===== config.mk =====
export PLATFORM = sky130hd
export DESIGN_NAME = pce_pixel_capture
export DESIGN_NICKNAME = d
export VERILOG_FILES = /design/src/rtl/pce_pixel_capture.sv
export SDC_FILE = /design/constraint.sdc
export NUM_CORES = 1
export LEC_CHECK = 0
export ABC_AREA = 1
export CORE_ASPECT_RATIO = 0.5
export CORE_UTILIZATION = 40
export CTS_CLUSTER_SIZE = 20
export DETAILED_ROUTE_END_ITERATION = 16
export REMOVE_ABC_BUFFERS = 1
export SYNTH_ARGS = -nofsm -noshare
export SYNTH_HDL_FRONTEND = slang
export SYNTH_HIERARCHICAL = 1
export SYNTH_SLANG_ARGS = --single-unit

===== constraint.sdc =====
create_clock -name clock -period 9.1 [get_ports clock]
set_input_delay 1.82 -clock clock [delete_from_list [all_inputs] [get_ports clock]]
set_output_delay 1.82 -clock clock [all_outputs]
set_load 0.05 [all_outputs]

===== src/rtl/pce_pixel_capture.sv =====
// pce_pixel_capture: samples HuC6260 VCE RGB on pix_en, tracks HSYNC_n/VSYNC_n edges,
//   pushes in-window pixels with their {y, x} address to a framebuffer write port.
// Latency: sync edges act in the cycle they are sampled; a pixel reaches wr_valid the
//   cycle after its pix_en when the FIFO was empty.
// Backpressure: wr_ready stalls the FIFO head; pixels offered while full (and not
//   popping) are dropped and set the sticky overflow flag.
//
// Ports: clock/reset (async, active-high); pix_en, HSYNC_n, VSYNC_n, VIDEO_R/G/B from
//   the VCE; wr_valid/wr_ready/wr_addr/wr_data framebuffer write port; frame_done,
//   frame_count, overflow status.
// Optional build macro PCE_CAPTURE_RGB888_EN: wr_data widens to 24-bit {R8,G8,B8}
//   by bit replication; otherwise wr_data is the raw 9-bit {R,G,B}.

// pce_fifo: generic synchronous FIFO with first-word fall-through read port.
// Latency: an entry written in cycle N is visible on out_vld/out_dat in cycle N+1.
// Backpressure: full blocks a push unless the same cycle pops; out_rdy pops the head.
module pce_fifo #(
  parameter int W     = 27,
  parameter int DEPTH = 8
) (
  input  logic         clock,
  input  logic         reset,
  input  logic         in_vld,
  input  logic [W-1:0] in_dat,
  input  logic         out_rdy,
  output logic         out_vld,
  output logic [W-1:0] out_dat,
  output logic         full
);
  localparam int AW = $clog2(DEPTH);
  localparam logic [AW:0] DEPTH_C = (AW+1)'(DEPTH);

  logic [W-1:0]  mem [DEPTH];
  logic [AW-1:0] wr_ptr;
  logic [AW-1:0] rd_ptr;
  logic [AW:0]   count;
  logic          do_push;
  logic          do_pop;

  assign out_vld = (count != '0);
  assign full    = (count == DEPTH_C);
  assign do_pop  = out_vld && out_rdy;
  assign do_push = in_vld && (!full || do_pop);
  // Stale storage is hidden so the port reads zero whenever nothing is valid.
  assign out_dat = out_vld ? mem[rd_ptr] : '0;

  always_ff @(posedge clock) begin
    if (do_push) mem[wr_ptr] <= in_dat;
  end

  always_ff @(posedge clock or posedge reset) begin
    if (reset) begin
      wr_ptr <= '0;
      rd_ptr <= '0;
      count  <= '0;
    end else begin
      if (do_push) wr_ptr <= wr_ptr + 1'b1;
      if (do_pop)  rd_ptr <= rd_ptr + 1'b1;
      case ({do_push, do_pop})
        2'b10:   count <= count + 1'b1;
        2'b01:   count <= count - 1'b1;
        default: count <= count;
      endcase
    end
  end
endmodule

module pce_pixel_capture #(
  parameter int H_START    = 0,
  parameter int H_ACTIVE   = 256,
  parameter int V_START    = 14,
  parameter int V_ACTIVE   = 242,
  parameter int FIFO_DEPTH = 8
) (
  input  logic        clock,
  input  logic        reset,
  input  logic        pix_en,
  input  logic        HSYNC_n,
  input  logic        VSYNC_n,
  input  logic [2:0]  VIDEO_R,
  input  logic [2:0]  VIDEO_G,
  input  logic [2:0]  VIDEO_B,
  output logic        wr_valid,
  input  logic        wr_ready,
  output logic [17:0] wr_addr,
`ifdef PCE_CAPTURE_RGB888_EN
  output logic [23:0] wr_data,
`else
  output logic [8:0]  wr_data,
`endif
  output logic        frame_done,
  output logic [15:0] frame_count,
  output logic        overflow
);
  localparam logic [9:0] HS    = 10'(H_START);
  localparam logic [9:0] HS_M1 = 10'(H_START - 1);
  localparam logic [9:0] HA_M1 = 10'(H_ACTIVE - 1);
  localparam logic [9:0] VS    = 10'(V_START);
  localparam logic [9:0] V_END = 10'(V_START + V_ACTIVE);

  typedef enum logic [1:0] {IDLE, LINE_WAIT, H_SKIP, ACTIVE} state_t;

  state_t      state_q, state_d;
  logic        hs_q, vs_q;
  logic        hs_fall, vs_fall;
  logic [9:0]  line_cnt, pix_cnt;
  logic [8:0]  y_q, y_d;
  logic [8:0]  cap_x;
  logic        capture;
  logic        in_window;
  logic        fifo_push, fifo_full, drop;
  logic [26:0] fifo_in, fifo_out;

  assign hs_fall   = !HSYNC_n && hs_q;
  assign vs_fall   = !VSYNC_n && vs_q;
  // Window test uses the line count before this hs_fall increments it.
  assign in_window = (line_cnt >= VS) && (line_cnt < V_END);

  always_comb begin
    state_d    = state_q;
    y_d        = y_q;
    capture    = 1'b0;
    frame_done = 1'b0;
    cap_x      = 9'(pix_cnt - HS);
    if (vs_fall) begin
      // A coincident hs_fall is swallowed: the frame restarts at line 0.
      state_d = LINE_WAIT;
    end else if (hs_fall) begin
      if (state_q != IDLE) begin
        frame_done = (line_cnt == V_END);
        if (in_window) begin
          y_d = 9'(line_cnt - VS);
          if (H_START == 0) state_d = ACTIVE;
          else              state_d = H_SKIP;
        end else begin
          state_d = LINE_WAIT;
        end
      end
    end else if (pix_en) begin
      case (state_q)
        H_SKIP: if (pix_cnt == HS_M1) state_d = ACTIVE;
        ACTIVE: begin
          capture = 1'b1;
          if (10'(pix_cnt - HS) == HA_M1) state_d = LINE_WAIT;
        end
        default: ;
      endcase
    end
  end

  always_ff @(posedge clock or posedge reset) begin
    if (reset) begin
      state_q     <= IDLE;
      hs_q        <= 1'b1;
      vs_q        <= 1'b1;
      line_cnt    <= '0;
      pix_cnt     <= '0;
      y_q         <= '0;
      frame_count <= '0;
      overflow    <= 1'b0;
    end else begin
      state_q <= state_d;
      y_q     <= y_d;
      hs_q    <= HSYNC_n;
      vs_q    <= VSYNC_n;

      if (vs_fall)                              line_cnt <= '0;
      else if (hs_fall && line_cnt != 10'h3FF)  line_cnt <= line_cnt + 1'b1;

      // Saturating so a very long line cannot wrap back into H_SKIP's match value.
      if (hs_fall)                              pix_cnt <= '0;
      else if (pix_en && pix_cnt != 10'h3FF)    pix_cnt <= pix_cnt + 1'b1;

      if (frame_done) frame_count <= frame_count + 1'b1;

      // A drop in the same cycle as vs_fall still leaves the flag set.
      if (drop)         overflow <= 1'b1;
      else if (vs_fall) overflow <= 1'b0;
    end
  end

  // Pushing into a full FIFO is fine when the head leaves in the same cycle.
  assign fifo_push = capture && (!fifo_full || (wr_valid && wr_ready));
  assign drop      = capture && !fifo_push;
  assign fifo_in   = {y_q, cap_x, VIDEO_R, VIDEO_G, VIDEO_B};

  pce_fifo #(
    .W     (27),
    .DEPTH (FIFO_DEPTH)
  ) u_fifo (
    .clock   (clock),
    .reset   (reset),
    .in_vld  (fifo_push),
    .in_dat  (fifo_in),
    .out_rdy (wr_ready),
    .out_vld (wr_valid),
    .out_dat (fifo_out),
    .full    (fifo_full)
  );

  assign wr_addr = fifo_out[26:9];
`ifdef PCE_CAPTURE_RGB888_EN
  assign wr_data = {fifo_out[8:6], fifo_out[8:6], fifo_out[8:7],
                    fifo_out[5:3], fifo_out[5:3], fifo_out[5:4],
                    fifo_out[2:0], fifo_out[2:0], fifo_out[2:1]};
`else
  assign wr_data = fifo_out[8:0];
`endif
endmodule


# Word-level counts from Yosys, hierarchy flattened
# Memory sizes are Yosys's and may differ from the RTL's.
# Index checks and enable logic that the tools add are counted.
totals:
  ramBits: 216
  memories: 1
  reg_bits: 60
  word_cells: 85
  output_inout_bits: 46
op_classes:
  n_eq_ne: 13
  n_lt_le_gt_ge: 2
  reduce_logical: 24
  bitwise: 1
  add_sub_neg: 8
  n_mux: 25
memory_table:
  columns: ["memory", "depth", "word_bits", "read_ports", "rd_ports_with_merged_regs", "write_ports", "line", "text"]
  rows:
  - ["u_fifo.mem", 8, 27, 1, 0, 1, "33", "logic [W-1:0] mem [DEPTH];"]
ops:
  columns: ["cell", "count"]
  rows:
  - ["10-bit 2-to-1 mux", 4]
  - ["27-bit 2-to-1 mux", 1]
  - ["10-bit by 1-bit adder with 10-bit output (second input constant)", 2]
  - ["10-bit inequality test (second input constant)", 2]
  - ["16-bit by 1-bit adder with 16-bit output (second input constant)", 1]
  - ["2-bit 2-to-1 mux", 7]
  - ["1-bit 2-to-1 mux", 11]
  - ["10-bit == test (second input constant)", 1]
  - ["10-bit by 8-bit == test with 1-bit output (second input constant)", 1]
  - ["10-bit by 9-bit == test with 1-bit output (second input constant)", 1]
  - ["10-bit by 4-bit greater-or-equal comparator with 1-bit output (second input constant)", 1]
  - ["10-bit by 9-bit less-than comparator with 1-bit output (second input constant)", 1]
  - ["2-bit nonzero test", 5]
  - ["1-bit logical AND", 9]
  - ["9-bit by 4-bit subtractor with 9-bit output (second input constant)", 1]
  - ["4-bit inequality test (second input constant)", 2]
  - ["4-bit one-hot mux with 2 select lines", 1]
  - ["4-bit nonzero test", 2]
  - ["3-bit by 1-bit adder with 3-bit output (second input constant)", 2]
  - ["2-bit == test (second input constant)", 3]
  - ["5-bit AND reduction", 1]
  - ["4-bit by 1-bit adder with 4-bit output (second input constant)", 1]
  - ["4-bit == test (second input constant)", 1]
  - ["1-bit zero test", 4]
  - ["other kinds (8)", 8]

# Depth between registers and ports, before layout
logic_depth:
  depth_word: 9
  ltp_mapped: 17
  mapped_depth_nobuf: 17

# Hierarchy
# The synthesis kept the hierarchy.
modules_own_cells:
  columns: ["mod", "instances", "cells_per_inst", "area_per_inst_um2", "seq_area_each_um2"]
  rows:
  - ["pce_fifo", 1, 721, 9113.7, 6736.5]
  - ["pce_pixel_capture", 1, 411, 3113.0, 1253.7]

# Least setup slack after synthesis
# OpenSTA, ideal clock, no wires.
synth_timing:
  path_kind: "input port to flip-flop"
  start: "input VSYNC_n"
  end: "memory u_fifo.mem[0][0], enable pin"
  stages: 10
  required_ns: 8.689
  slack_ns: 4.466
  arrival_time_ns: 4.223
  cell_sequence: "inv_1 > nand2_1 > buf_4 > nand2_2 > nor3b_1 > inv_1 > nor2_1 > nand2_1 > or2_2 > nor2_1"
synth_between:
  elab_chain_len: 7
synth_lines:
  columns: ["item", "line", "text"]
  rows:
  - ["start: declaration", "79", "input logic VSYNC_n,"]
  - ["1-bit zero test", "115", "assign vs_fall = !VSYNC_n && vs_q;"]
  - ["1-bit logical AND", "115", null]
  - ["1-bit 2-to-1 mux", "125", "if (vs_fall) begin"]
  - ["1-bit logical AND", "183", "assign fifo_push = capture && (!fifo_full || (wr_valid && wr_ready));"]
  - ["named net fifo_push", "111", "logic fifo_push, fifo_full, drop;"]
  - ["1-bit logical AND", "43", "assign do_push = in_vld && (!full || do_pop);"]
  - ["1-bit 2-to-1 mux", "48", "if (do_push) mem[wr_ptr] <= in_dat;"]
  - ["1-bit 2-to-1 mux (not written as such)", "48", null]
  - ["end: declaration", "33", null]
# The timed path passes the listed nets, and every way through them passes these cells.

# Final worst setup path
layout_timing:
  start: "input VSYNC_n"
  end: "output frame_done"
layout_between:
  elab_chain_len: 3
layout_lines:
  columns: ["item", "line", "text"]
  rows:
  - ["1-bit zero test", "115", null]
  - ["1-bit logical AND", "115", null]
  - ["1-bit 2-to-1 mux", "125", null]
  - ["end: declaration", "91", "output logic frame_done,"]
# Every way passes these cells.

==> out/metrics.csv <==
metric,value,unit
ys_ff_latch,276,
power_density,311,nW/µm²
slew_headroom,0.441,
final_cell_mix,"216 x nor2_1, 216 x edfxtp_1, 174 x nand2_1",
antenna_left,0,
rsz0062_at_grt,no,
setup_tns,0,ns
dr.pass1.iters,5,
dieArea,31300,µm²
ios,61,
clock_latency,0.55,ns
synth_top_area_cell,edfxtp_1,
finalCritPeriodShare,0.635,
async_flop_share,0.217,
cts_hold_buf,0,
dp_hpwl,15.1,mm
max-cap-violations,0,
met3_usage,0.0267,
postLayoutCoreUtil,0.473,
cts_resized,0,
synthDistinctLibCells,44,
grt_pass1_vias,8238,
globalRouteMet2Util,0.296,
cts_made_buffers,26,
start_util,0.414,
syn_area,12200,µm²
drive_gt1_frac,0.0905,
gp_congestion,0.842,
cp_max_fo,12,
worstPathRequired,7.28,ns
drc,0,
sw_frac_of_total,0.404,
die_h,126,µm
viasPerCell,5.16,
power.leakage,5.20,nW
clockPowerShare,0.241,
synth_edf_count,216,
met1_usage,0.243,
post-route-min-period,5.78,ns
synthFlopType,edfxtp_1,
clkTransAtPathRegs,0.06,ns
power_frac_comb,0.382,
antenna_found_initial,0,
critical_path_arrival,3.96,ns
hold_viol,0,
cellInternalPower,2.59,mW
grt_max_degree,110,
netlist.area_leader.share,0.530,
die_w,249,µm
grt_pass1_wl,43.8,mm
avgRoutedWirePerCell,17.0,µm
synthToLayoutAreaGrowth,14.1,%
yosysWarnings,6,
peakVddDrop,0.169,mV
clock-sinks,276,
numPortBuffers,60,
track_usage,0.177,
setup_viol,0,
hp-class,reg -> reg,
grt.busiest_layer,met2,
diodes,0,
rows,44,
crit_type,in -> out,
wl,27.2,mm
finish.net_count,1211,
core_area,29500,µm²
overflow,0,
tightest_slew,0.839,ns
drt-initial-drc-count,645,
switching_power,1.76,mW
vias,8231,
cp-end-kind,output pin,
synth_area_leaders,"edfxtp_1 53%, dfrtp_1 12%, nor2_1 6.9%, nand2_1 5.3%, o21ai_0 4.7%",
max_freq,173,MHz
post_cts_buffers,0,
slew_viol_final,0,
skew,0.0172,ns
ys_seq_area_frac,0.653,
syn_inst,1132,
power_frac_seq,0.377,
status,finished clean,
avgSynthCellArea,10.8,µm²
worst_setup_path_start_kind,input port,
clockRootBuffer,clkbuf_16,
cts_tree,done,
clockBufferDepth,3,
htree_levels,1,
[sequential cells by signal, summed over array words and instances, names as in the netlist]
register,cells
state_q,2
u_fifo/mem,216
vs_q,1
frame_count,16
u_fifo/rd_ptr,3
overflow,1
hs_q,1
u_fifo/count,4
pix_cnt,10
u_fifo/wr_ptr,3
line_cnt,10
y_q,9
[final timing paths]
path,start,endpoint,slack (ns),cells after the start
setup / recovery,VSYNC_n,frame_done,3.32,8
hold / removal,overflow$_DFFE_PP0P_,overflow$_DFFE_PP0P_,0.52,1
hold reg to reg,overflow$_DFFE_PP0P_,overflow$_DFFE_PP0P_,0.52,1
setup reg to reg,vs_q$_DFF_PP1_,u_fifo/mem[6][3]$_DFFE_PP_,6.18,9
max in group asynchronous,reset,frame_count[10]$_DFFE_PP0P_,6.86,3
min in group asynchronous,reset,u_fifo/count[0]$_DFFE_PP0P_,1.61,2
[Yosys cell counts, types with 7 or more instances]
| cell | count |
|---|---|
| nand2_1 | 174 |
| xor2_1 | 17 |
| xnor2_1 | 9 |
| inv_1 | 62 |
| o22ai_1 | 28 |
| o21ai_0 | 115 |
| dfrtp_1 | 58 |
| nor2_1 | 224 |
| buf_2 | 22 |
| edfxtp_1 | 216 |
| nor2_2 | 18 |
| o21ai_1 | 18 |
| nand4_1 | 13 |
| nand3_1 | 40 |
| ha_1 | 10 |
| clkbuf_2 | 8 |
| a21oi_1 | 7 |
| nand2_2 | 7 |
| o211ai_1 | 27 |
| buf_6 | 7 |
[through the flow]
| step | setup WS, ns | area [µm²] | total power [mW] | std cells | hold slack, ns |
|---|---|---|---|---|---|
| global placement | 3.34 | 13100 | 3.30 | 1548 | 0.502 |
| floorplan | 3.70 | 11900 | 2.75 | 1083 | 0.483 |
| detailed placement | 3.31 | 13100 | 3.34 | 1548 | 0.509 |
| CTS | 3.31 | 14000 | 4.39 | 1595 | 0.519 |
| finish | 3.32 | 14000 | 4.34 | 1595 | 0.521 |
| global route | 3.17 | 14000 | 4.59 | 1595 | 0.546 |
[critical path: stages]
cell             delay, ns
clkdlybuf4s50_1       0.48
inv_1                 0.04
nand2_1               0.38
nand2_4               0.10
nor2_2                0.11
nand2_2               0.11
inv_1                 0.09
clkdlybuf4s50_1       0.80
[routing by layer]
layer,routed length (µm),up-vias
li1,-,4008
met1,12900,4032
met2,12800,159
met3,1050,32
met4,456,0
met5,0,-
[cell type report]
| class | count | area, µm² |
|---|---|---|
| fill | 2684 | 15600 |
| sequential | 276 | 7990 |
| multi-input combinational | 739 | 3690 |
| timing repair buffer | 74 | 706 |
| clock buffer | 29 | 662 |
| tap | 391 | 489 |
| inverter | 68 | 265 |
| clock inverter | 18 | 150 |
[kinds of logic (layout without fill, tap and decap cells)]
| group | after synthesis | count (layout) | synth area share |
|---|---|---|---|
| buffers and inverters | 117 | 189 | 0.0466 |
| XOR/XNOR | 26 | 26 | 0.0186 |
| AND/OR/NAND/NOR | 500 | 500 | 0.176 |
| flip-flops | 276 | 276 | 0.653 |
| AO/OA/AOI/OAI | 202 | 202 | 0.0933 |
| adder cells (fa/ha/maj) | 11 | 11 | 0.0119 |
[power by group through the flow]
| stage | Sequential (mW) | Combinational (mW) | Clock, mW |
|---|---|---|---|
| 3_3_place_gp | 1.66 | 1.64 | 0 |
| 2_1_floorplan | 1.68 | 1.08 | 0 |
| 4_1_cts | 1.64 | 1.68 | 1.07 |
| 6_report | 1.64 | 1.66 | 1.05 |
| 3_5_place_dp | 1.66 | 1.67 | 0 |
| 5_1_grt | 1.65 | 1.82 | 1.12 |
Note: power is estimated with default switching activity, not from simulation.
